`src/rtl/alu_operand_loader_if.sv`:
```
// Switch/button inputs and operand outputs
// of the ALU operand loader.
interface alu_operand_loader_if #(
  parameter int NB_DATA = 8,
  parameter int NB_OP   = 6
);
  logic [NB_DATA-1:0] i_sw;
  logic               i_btn_a;
  logic               i_btn_b;
  logic               i_btn_op;
  logic [NB_DATA-1:0] o_a;
  logic [NB_DATA-1:0] o_b;
  logic [NB_OP-1:0]   o_op;
  logic               o_valid;
  logic [1:0]         o_state;

  modport master (
    output i_sw, i_btn_a, i_btn_b, i_btn_op,
    input  o_a, o_b, o_op, o_valid, o_state
  );

  modport slave (
    input  i_sw, i_btn_a, i_btn_b, i_btn_op,
    output o_a, o_b, o_op, o_valid, o_state
  );
endinterface

```
`src/rtl/alu_operand_loader.sv`:
```
// ALU front end: debounced buttons load A, B
// and opcode from the switches in fixed order.
module alu_operand_loader #(
  parameter int NB_DATA         = 8,
  parameter int NB_OP           = 6,
  parameter int DEBOUNCE_CYCLES = 4
) (
  input logic                clk,
  input logic                rst_n,
  alu_operand_loader_if.slave bus
);

  localparam logic [15:0] CNT_MAX =
    16'(DEBOUNCE_CYCLES - 1);

  typedef enum logic [1:0] {
    WAIT_A  = 2'd0,
    WAIT_B  = 2'd1,
    WAIT_OP = 2'd2
  } state_t;

  // bit 0 = A, bit 1 = B, bit 2 = OP
  logic [2:0]       btn;
  logic [2:0]       sync1_q;
  logic [2:0]       sync2_q;
  logic [2:0]       deb_q, deb_d;
  logic [2:0]       deb_prev_q;
  logic [2:0][15:0] cnt_q, cnt_d;
  logic [2:0]       press;

  state_t             state_q, state_d;
  logic [NB_DATA-1:0] a_q, a_d;
  logic [NB_DATA-1:0] b_q, b_d;
  logic [NB_OP-1:0]   op_q, op_d;
  logic               valid_q, valid_d;

  assign btn = {bus.i_btn_op, bus.i_btn_b,
                bus.i_btn_a};

  // Count cycles the synced level differs from
  // the debounced one; any return resets it.
  always_comb begin
    deb_d = deb_q;
    cnt_d = cnt_q;
    for (int i = 0; i < 3; i++) begin
      if (sync2_q[i] == deb_q[i]) begin
        cnt_d[i] = '0;
      end else if (cnt_q[i] == CNT_MAX) begin
        deb_d[i] = sync2_q[i];
        cnt_d[i] = '0;
      end else begin
        cnt_d[i] = cnt_q[i] + 16'd1;
      end
    end
  end

  // Synchronizers, debounce state, edge history.
  always_ff @(posedge clk or negedge rst_n) begin
    if (!rst_n) begin
      sync1_q    <= '0;
      sync2_q    <= '0;
      deb_q      <= '0;
      deb_prev_q <= '0;
      cnt_q      <= '0;
    end else begin
      sync1_q    <= btn;
      sync2_q    <= sync1_q;
      deb_q      <= deb_d;
      deb_prev_q <= deb_q;
      cnt_q      <= cnt_d;
    end
  end

  assign press = deb_q & ~deb_prev_q;

  // Only the press expected in the current
  // state acts; all others are dropped.
  always_comb begin
    state_d = state_q;
    a_d     = a_q;
    b_d     = b_q;
    op_d    = op_q;
    valid_d = 1'b0;
    unique case (state_q)
      WAIT_A: begin
        if (press[0]) begin
          a_d     = bus.i_sw;
          state_d = WAIT_B;
        end
      end
      WAIT_B: begin
        if (press[1]) begin
          b_d     = bus.i_sw;
          state_d = WAIT_OP;
        end
      end
      WAIT_OP: begin
        if (press[2]) begin
          op_d    = bus.i_sw[NB_OP-1:0];
          valid_d = 1'b1;
          state_d = WAIT_A;
        end
      end
      default: state_d = WAIT_A;
    endcase
  end

  // Operand, opcode and FSM state registers.
  always_ff @(posedge clk or negedge rst_n) begin
    if (!rst_n) begin
      state_q <= WAIT_A;
      a_q     <= '0;
      b_q     <= '0;
      op_q    <= '0;
      valid_q <= 1'b0;
    end else begin
      state_q <= state_d;
      a_q     <= a_d;
      b_q     <= b_d;
      op_q    <= op_d;
      valid_q <= valid_d;
    end
  end

  assign bus.o_a     = a_q;
  assign bus.o_b     = b_q;
  assign bus.o_op    = op_q;
  assign bus.o_valid = valid_q;
  assign bus.o_state = state_q;

endmodule

```
`src/flat_wrapper.sv`:
```
// flat-port wrapper written by rule: the top's interface ports become plain ports
module alu_operand_loader_flat 
#(
  parameter int NB_DATA         = 8,
  parameter int NB_OP           = 6,
  parameter int DEBOUNCE_CYCLES = 4
)
  (clk, rst_n, bus_i_sw, bus_i_btn_a, bus_i_btn_b, bus_i_btn_op, bus_o_a, bus_o_b, bus_o_op, bus_o_valid, bus_o_state);
  alu_operand_loader_if #(.NB_DATA(NB_DATA), .NB_OP(NB_OP)) bus_i ();
  input logic clk;
  input logic rst_n;
  input wire logic [$bits(bus_i.i_sw)-1:0] bus_i_sw;
  input wire logic [$bits(bus_i.i_btn_a)-1:0] bus_i_btn_a;
  input wire logic [$bits(bus_i.i_btn_b)-1:0] bus_i_btn_b;
  input wire logic [$bits(bus_i.i_btn_op)-1:0] bus_i_btn_op;
  output wire logic [$bits(bus_i.o_a)-1:0] bus_o_a;
  output wire logic [$bits(bus_i.o_b)-1:0] bus_o_b;
  output wire logic [$bits(bus_i.o_op)-1:0] bus_o_op;
  output wire logic [$bits(bus_i.o_valid)-1:0] bus_o_valid;
  output wire logic [$bits(bus_i.o_state)-1:0] bus_o_state;
  assign bus_i.i_sw = bus_i_sw;
  assign bus_i.i_btn_a = bus_i_btn_a;
  assign bus_i.i_btn_b = bus_i_btn_b;
  assign bus_i.i_btn_op = bus_i_btn_op;
  assign bus_o_a = bus_i.o_a;
  assign bus_o_b = bus_i.o_b;
  assign bus_o_op = bus_i.o_op;
  assign bus_o_valid = bus_i.o_valid;
  assign bus_o_state = bus_i.o_state;
  alu_operand_loader #(.NB_DATA(NB_DATA), .NB_OP(NB_OP), .DEBOUNCE_CYCLES(DEBOUNCE_CYCLES)) u_core (.clk(clk), .rst_n(rst_n), .bus(bus_i));
endmodule
```
`config.mk`:
```
export PLATFORM = sky130hd
export DESIGN_NAME = alu_operand_loader_flat
export DESIGN_NICKNAME = d
export VERILOG_FILES = /design/src/rtl/alu_operand_loader_if.sv /design/src/rtl/alu_operand_loader.sv /design/src/flat_wrapper.sv
export SDC_FILE = /design/constraint.sdc
export NUM_CORES = 1
export LEC_CHECK = 0
export CAP_MARGIN = 30
export CORE_MARGIN = 3
export CORE_UTILIZATION = 64
export DETAILED_ROUTE_END_ITERATION = 10
export DONT_BUFFER_PORTS = 1
export HOLD_SLACK_MARGIN = 0.08
export PLACE_DENSITY = 0.8
export SYNTH_ARGS = -nofsm -noshare
export SYNTH_HDL_FRONTEND = slang
export SYNTH_SLANG_ARGS = --single-unit
```
`constraint.sdc`:
```
create_clock -name clk -period 5.4 [get_ports clk]
set_clock_uncertainty 0.2 [all_clocks]
set_input_delay 0.54 -clock clk [delete_from_list [all_inputs] [get_ports clk]]
set_output_delay 0.54 -clock clk [all_outputs]
set_load 0.02 [all_outputs]
```
### Word-level counts from Yosys, hierarchy flattened

Cells that the tools add are included.

| word-level totals | value |
|---|---|
| bits in read-only memories | 0 |
| output and inout port bits | 25 |
| RAM bits | 0 |
| word-level logic and storage cells | 53 |
| input port bits | 13 |
| memories | 0 |
| bits in latches | 0 |
| flip-flop bits (word level) | 85 |

| operators by class | value |
|---|---|
| equality and inequality tests | 11 |
| div/mod/pow operators | 0 |
| bitwise operators | 5 |
| multiplexer cells | 12 |
| multipliers | 0 |
| $lt $le $gt $ge | 0 |
| reductions and logical operators | 8 |
| shifts and indexed selects | 0 |
| $add $sub $neg | 3 |

Operators by type and width:

| operator | count |
|---|---|
| 16-bit two-way mux | 6 |
| 16-bit by 1-bit adder with 16-bit output, second input constant | 3 |
| 16-bit by 2-bit == test with 1-bit output, second input constant | 3 |
| 2-bit AND reduction | 6 |
| 2-bit two-way mux | 3 |
| 2-bit by 1-bit != test with 1-bit output, second input constant | 3 |
| 2-bit one-hot mux with 3 select lines | 1 |
| 3-bit bitwise AND | 1 |
| 1-bit == test | 3 |
| 1-bit NOT | 3 |
| 3-bit NOT | 1 |
| 3-bit AND reduction | 1 |
| 2-bit by 1-bit == test with 1-bit output, second input constant | 1 |
| 2-bit == test, second input constant | 1 |
| 2-bit zero test | 1 |
| 1-bit two-way mux | 2 |

### Depth between registers and ports, before layout

| logic depth | value |
|---|---|
| depth after elaboration | 4 |
| gate-level depth with buffers | 6 |
| mapped depth without buffers | 5 |

### Worst setup path after synthesis

OpenSTA, ideal clock, no wires.

| timing | value |
|---|---|
| path type | register -> register |
| start point | register u_core.state_q[0], in the netlist u_core.bus.o_state[0] |
| end point | register u_core.a_q[0], in the netlist u_core.bus.o_a[0] |
| clock period less this slack | 1.900 ns |
| data required time | 5.075 ns |
| library setup time | 0.125 ns |
| arrival time | 1.575 ns |
| stages on the path, launching flop included | 3 |
| buffers on the path | 0 |
| setup slack | 3.500 ns |
| path through | dfrtp_1 > nor4b_2 > mux2_2 |

| on the way | value |
|---|---|
| longest elaborated chain between the ends | 2 |

Ends and longest elaborated chain:

| what | line | RTL |
|---|---|---|
| start, declared | alu_operand_loader.sv:31 | `state_t state_q, state_d;` |
| start signal, assigned | alu_operand_loader.sv:117 | `state_q <= state_d;` |
| 2-bit zero test | alu_operand_loader.sv:84 | `unique case (state_q)` |
| 2-bit AND reduction (no line) | n/a |  |
| end signal, assigned | alu_operand_loader.sv:112 | `a_q <= '0;` |
| end signal, assigned | alu_operand_loader.sv:118 | `a_q <= a_d;` |
| end, declared | alu_operand_loader.sv:32 | `logic [NB_DATA-1:0] a_q, a_d;` |

Every way passes these cells.
A chain may end at the register's enable or synchronous reset.

### Worst setup path in the final report

| timing | value |
|---|---|
| start point | register u_core.state_q[0], in the netlist u_core.bus.o_state[0] |
| end point | register u_core.a_q[1], in the netlist u_core.bus.o_a[1] |

Same word-level chain as after synthesis.

==> run summary <==
Result of the run: complete, no violations
Number of synthesis warnings: 0
Post-Synthesis Cells: 319
Number of global-route vias before repair: 2354
Storage cell area: 2130 um2
Post-synth cell types: 29
Final Hold Viols: 0
WS Path Type: reg -> reg
Clock share of power: 0.269
Nets: 347
Cell Pwr Density: 459 nW/um2
Pint: 1210 uW
# DRC: 0
All-Layer GR Usage: 0.227
First-pass GRT wire length: 11.3 mm
Top cell family by delay on the critical path: simple AND/OR/NAND/NOR gates
Die X: 81.6 um
CP required: 5440 ps
ANT cells: 0
Psw: 639 uW
Cts bufs inserted: 9
Port bufs: 0
Area Growth Syn to Fin: 9.91%
Fill count: 351
Seq pwr share: 0.551
CP Max Fanout: 9
CTS resizes: 0
Sequential fraction of the synthesis area: 0.581
Buf/Inv on CP: 0
Reg-to-reg slack, setup: 3170 ps
Area of the multi-input gates: 1480 um2
Routability Congestion: 0.808
Clock slew at reported path FFs: 90 ps
Maximum clock frequency: 449 MHz
Yosys top cell area share: 0.581
Placed Area: 3730 um2
Initial antenna violation count: 0
CTS tree: done
CTS H-Tree Depth: 3
CTS max path bufs: 2
Startpoint types: register
Routed WL per cell: 16.3 um
Post-DR vias/cell: 5.92
Detailed Route WL: 6.59 mm
Synth area leader: dfrtp_1
Avg Cell Area, Syn: 11.5 um2
Maximum VDD drop: 0.348 mV
Largest stage delay, worst path: 970 ps
Core Area: 5300 um2
WHS: 129 ps
Pin count of the biggest net entering global routing: 86
Layout cells sized above 1: 0.152
Slowest cell on crit path: nor4b_2
Die footprint: 6660 um2
Setup Viol. Count Final: 0
Row cnt: 26
Iteration-0 DRC count of the detailed router: 175
Endpoint class of the critical path: register
Root buf cell: clkbuf_8
Gr ovfl total: 0
Clk_lat worst skew: 350 ps
DRT Pass-1 Iters: 4
Antenna-violating nets left: 0
Synthesized Nets: 335
IO Pins: 38
Top post-synthesis cells by area: dfrtp_1 58%, mux2_2 7.7%, xnor2_1 6.9%
Mapped Area: 3660 um2
Sequence of cells on the critical path: nor4b_2 > mux2_2
Final min period: 2230 ps
Hold Crit Class: in -> reg
Fin area: 4020 um2
Max Cap Viol: 0
Worst-margin pin slew: 1050 ps
Net Sw Frac: 0.346
RSZ-0062 raised after global routing: no
Detailed placement HPWL: 4.31 mm
Combinational share of power: 0.180
Final Cycle Share: 0.413
Power consumption: 1850 uW
Final core utilization: 0.759
Yosys reg bits: 85
CTS sink cnt: 85
TNS Setup: 0 ps
Initial core utilization: 0.690
Crit path arrival time: 2270 ps
Leakage: 0.00164 uW
Chip height: 81.6 um
Vias post-DR: 2397
Final Max Slew Viols: 0
Slew headroom: 0.296
layout make-up:
cell class / instances / share of cell area
flip-flops and latches: 85 / 0.529
multi-input cells: 220 / 0.368
clock buffers: 10 / 0.0342
well taps: 70 / 0.0218
clock inverters: 5 / 0.0212
repair buffers: 5 / 0.0168
inverters: 10 / 0.00933
path summary, 6_finish.rpt:
check / startpoint / end / cells past startpoint
hold / removal: bus_i_sw[7] / u_core.bus.o_b[7] / 1
hold reg to reg: u_core.sync1_q[1] / u_core.sync2_q[1] / 0
setup reg to reg: u_core.bus.o_state[0] / u_core.bus.o_a[1] / 2
setup / recovery: u_core.bus.o_state[0] / u_core.bus.o_a[1] / 2
min in group asynchronous: rst_n / u_core.bus.o_op[5] / 2
max in group asynchronous: rst_n / u_core.cnt_q[47] / 2
registers in the layout (all words and copies together) (netlist names):
name	cells
u_core.sync1_q	3
u_core.sync2_q	3
u_core.bus.o_b	8
u_core.bus.o_state	2
u_core.bus.o_a	8
u_core.deb_q	3
u_core.deb_prev_q	3
u_core.bus.o_op	6
u_core.cnt_q	48
u_core.bus.o_valid	1
cell usage in the layout, fill, tap and decap left out, types with 3 or more instances in the layout:
master / instances
mux2_2: 25
ha_1: 3
nor4b_1: 5
nand3_1: 15
nor3_1: 13
nand4_1: 12
nor4_1: 12
o21ai_0: 3
dlygate4sd3_1: 4
xor2_1: 12
nor2_1: 48
and3_1: 3
xnor2_1: 29
clkbuf_8: 10
a21oi_1: 4
or3_1: 5
dfrtp_1: 85
nand2_1: 16
inv_1: 10
cells in the mapped netlist, drive strengths merged:
master   n
a21oi    4
a31o     2
and3     3
and4     1
clkbuf   4
dfrtp   85
ha       3
inv     10
mux2    25
nand2   16
nand2b   2
nand3   15
nand4   13
nor2    48
nor3    15
nor4    12
nor4b    6
o21ai    3
o31ai    1
or2      2
or3      5
or3b     1
or4      2
xnor2   29
xor2    12
metrics by stage:
step | instances | setup slack (ps)
floorplan | 319 | 3500
detailed placement | 385 | 3220
global placement | 385 | 3300
finish | 405 | 3170
CTS | 405 | 3200
global route | 405 | 3120
metal layers:
metal	track usage	vias to the layer above	part of all wire	routed length, um
li1	-	1130	-	-
met1	0.306	1195	0.46	3030
met2	0.353	67	0.47	3120
met3	0.0658	5	0.054	354
met4	0.0797	0	0.012	82
met5	0	-	0	0
power by group through the flow:
stage	combinational (uW)	sequential [uW]	clock [uW]
floorplan	264	985	0
global placement	293	1020	0
detailed placement	317	1030	0
CTS	335	1020	501
global route	370	1040	542
finish	332	1020	497
kinds of logic (layout without fill, tap and decap cells):
group | count (synthesis) | count (layout) | synth area share
buf+inv | 14 | 30 | 0.0144
simple gates | 141 | 141 | 0.203
mux | 25 | 25 | 0.0769
flops | 85 | 85 | 0.581
compound gates | 10 | 10 | 0.0164
xor+xnor | 41 | 41 | 0.0981
fa+ha+maj | 3 | 3 | 0.0103
timing repair:
item                                   4_1_cts  5_1_grt
buffers inserted                             0        0
setup endpoints to repair                    0        0
endpoints found under the hold margin       88        0
hold buffers                                 5        0
No activity file was read; power rests on OpenSTA's default activity.
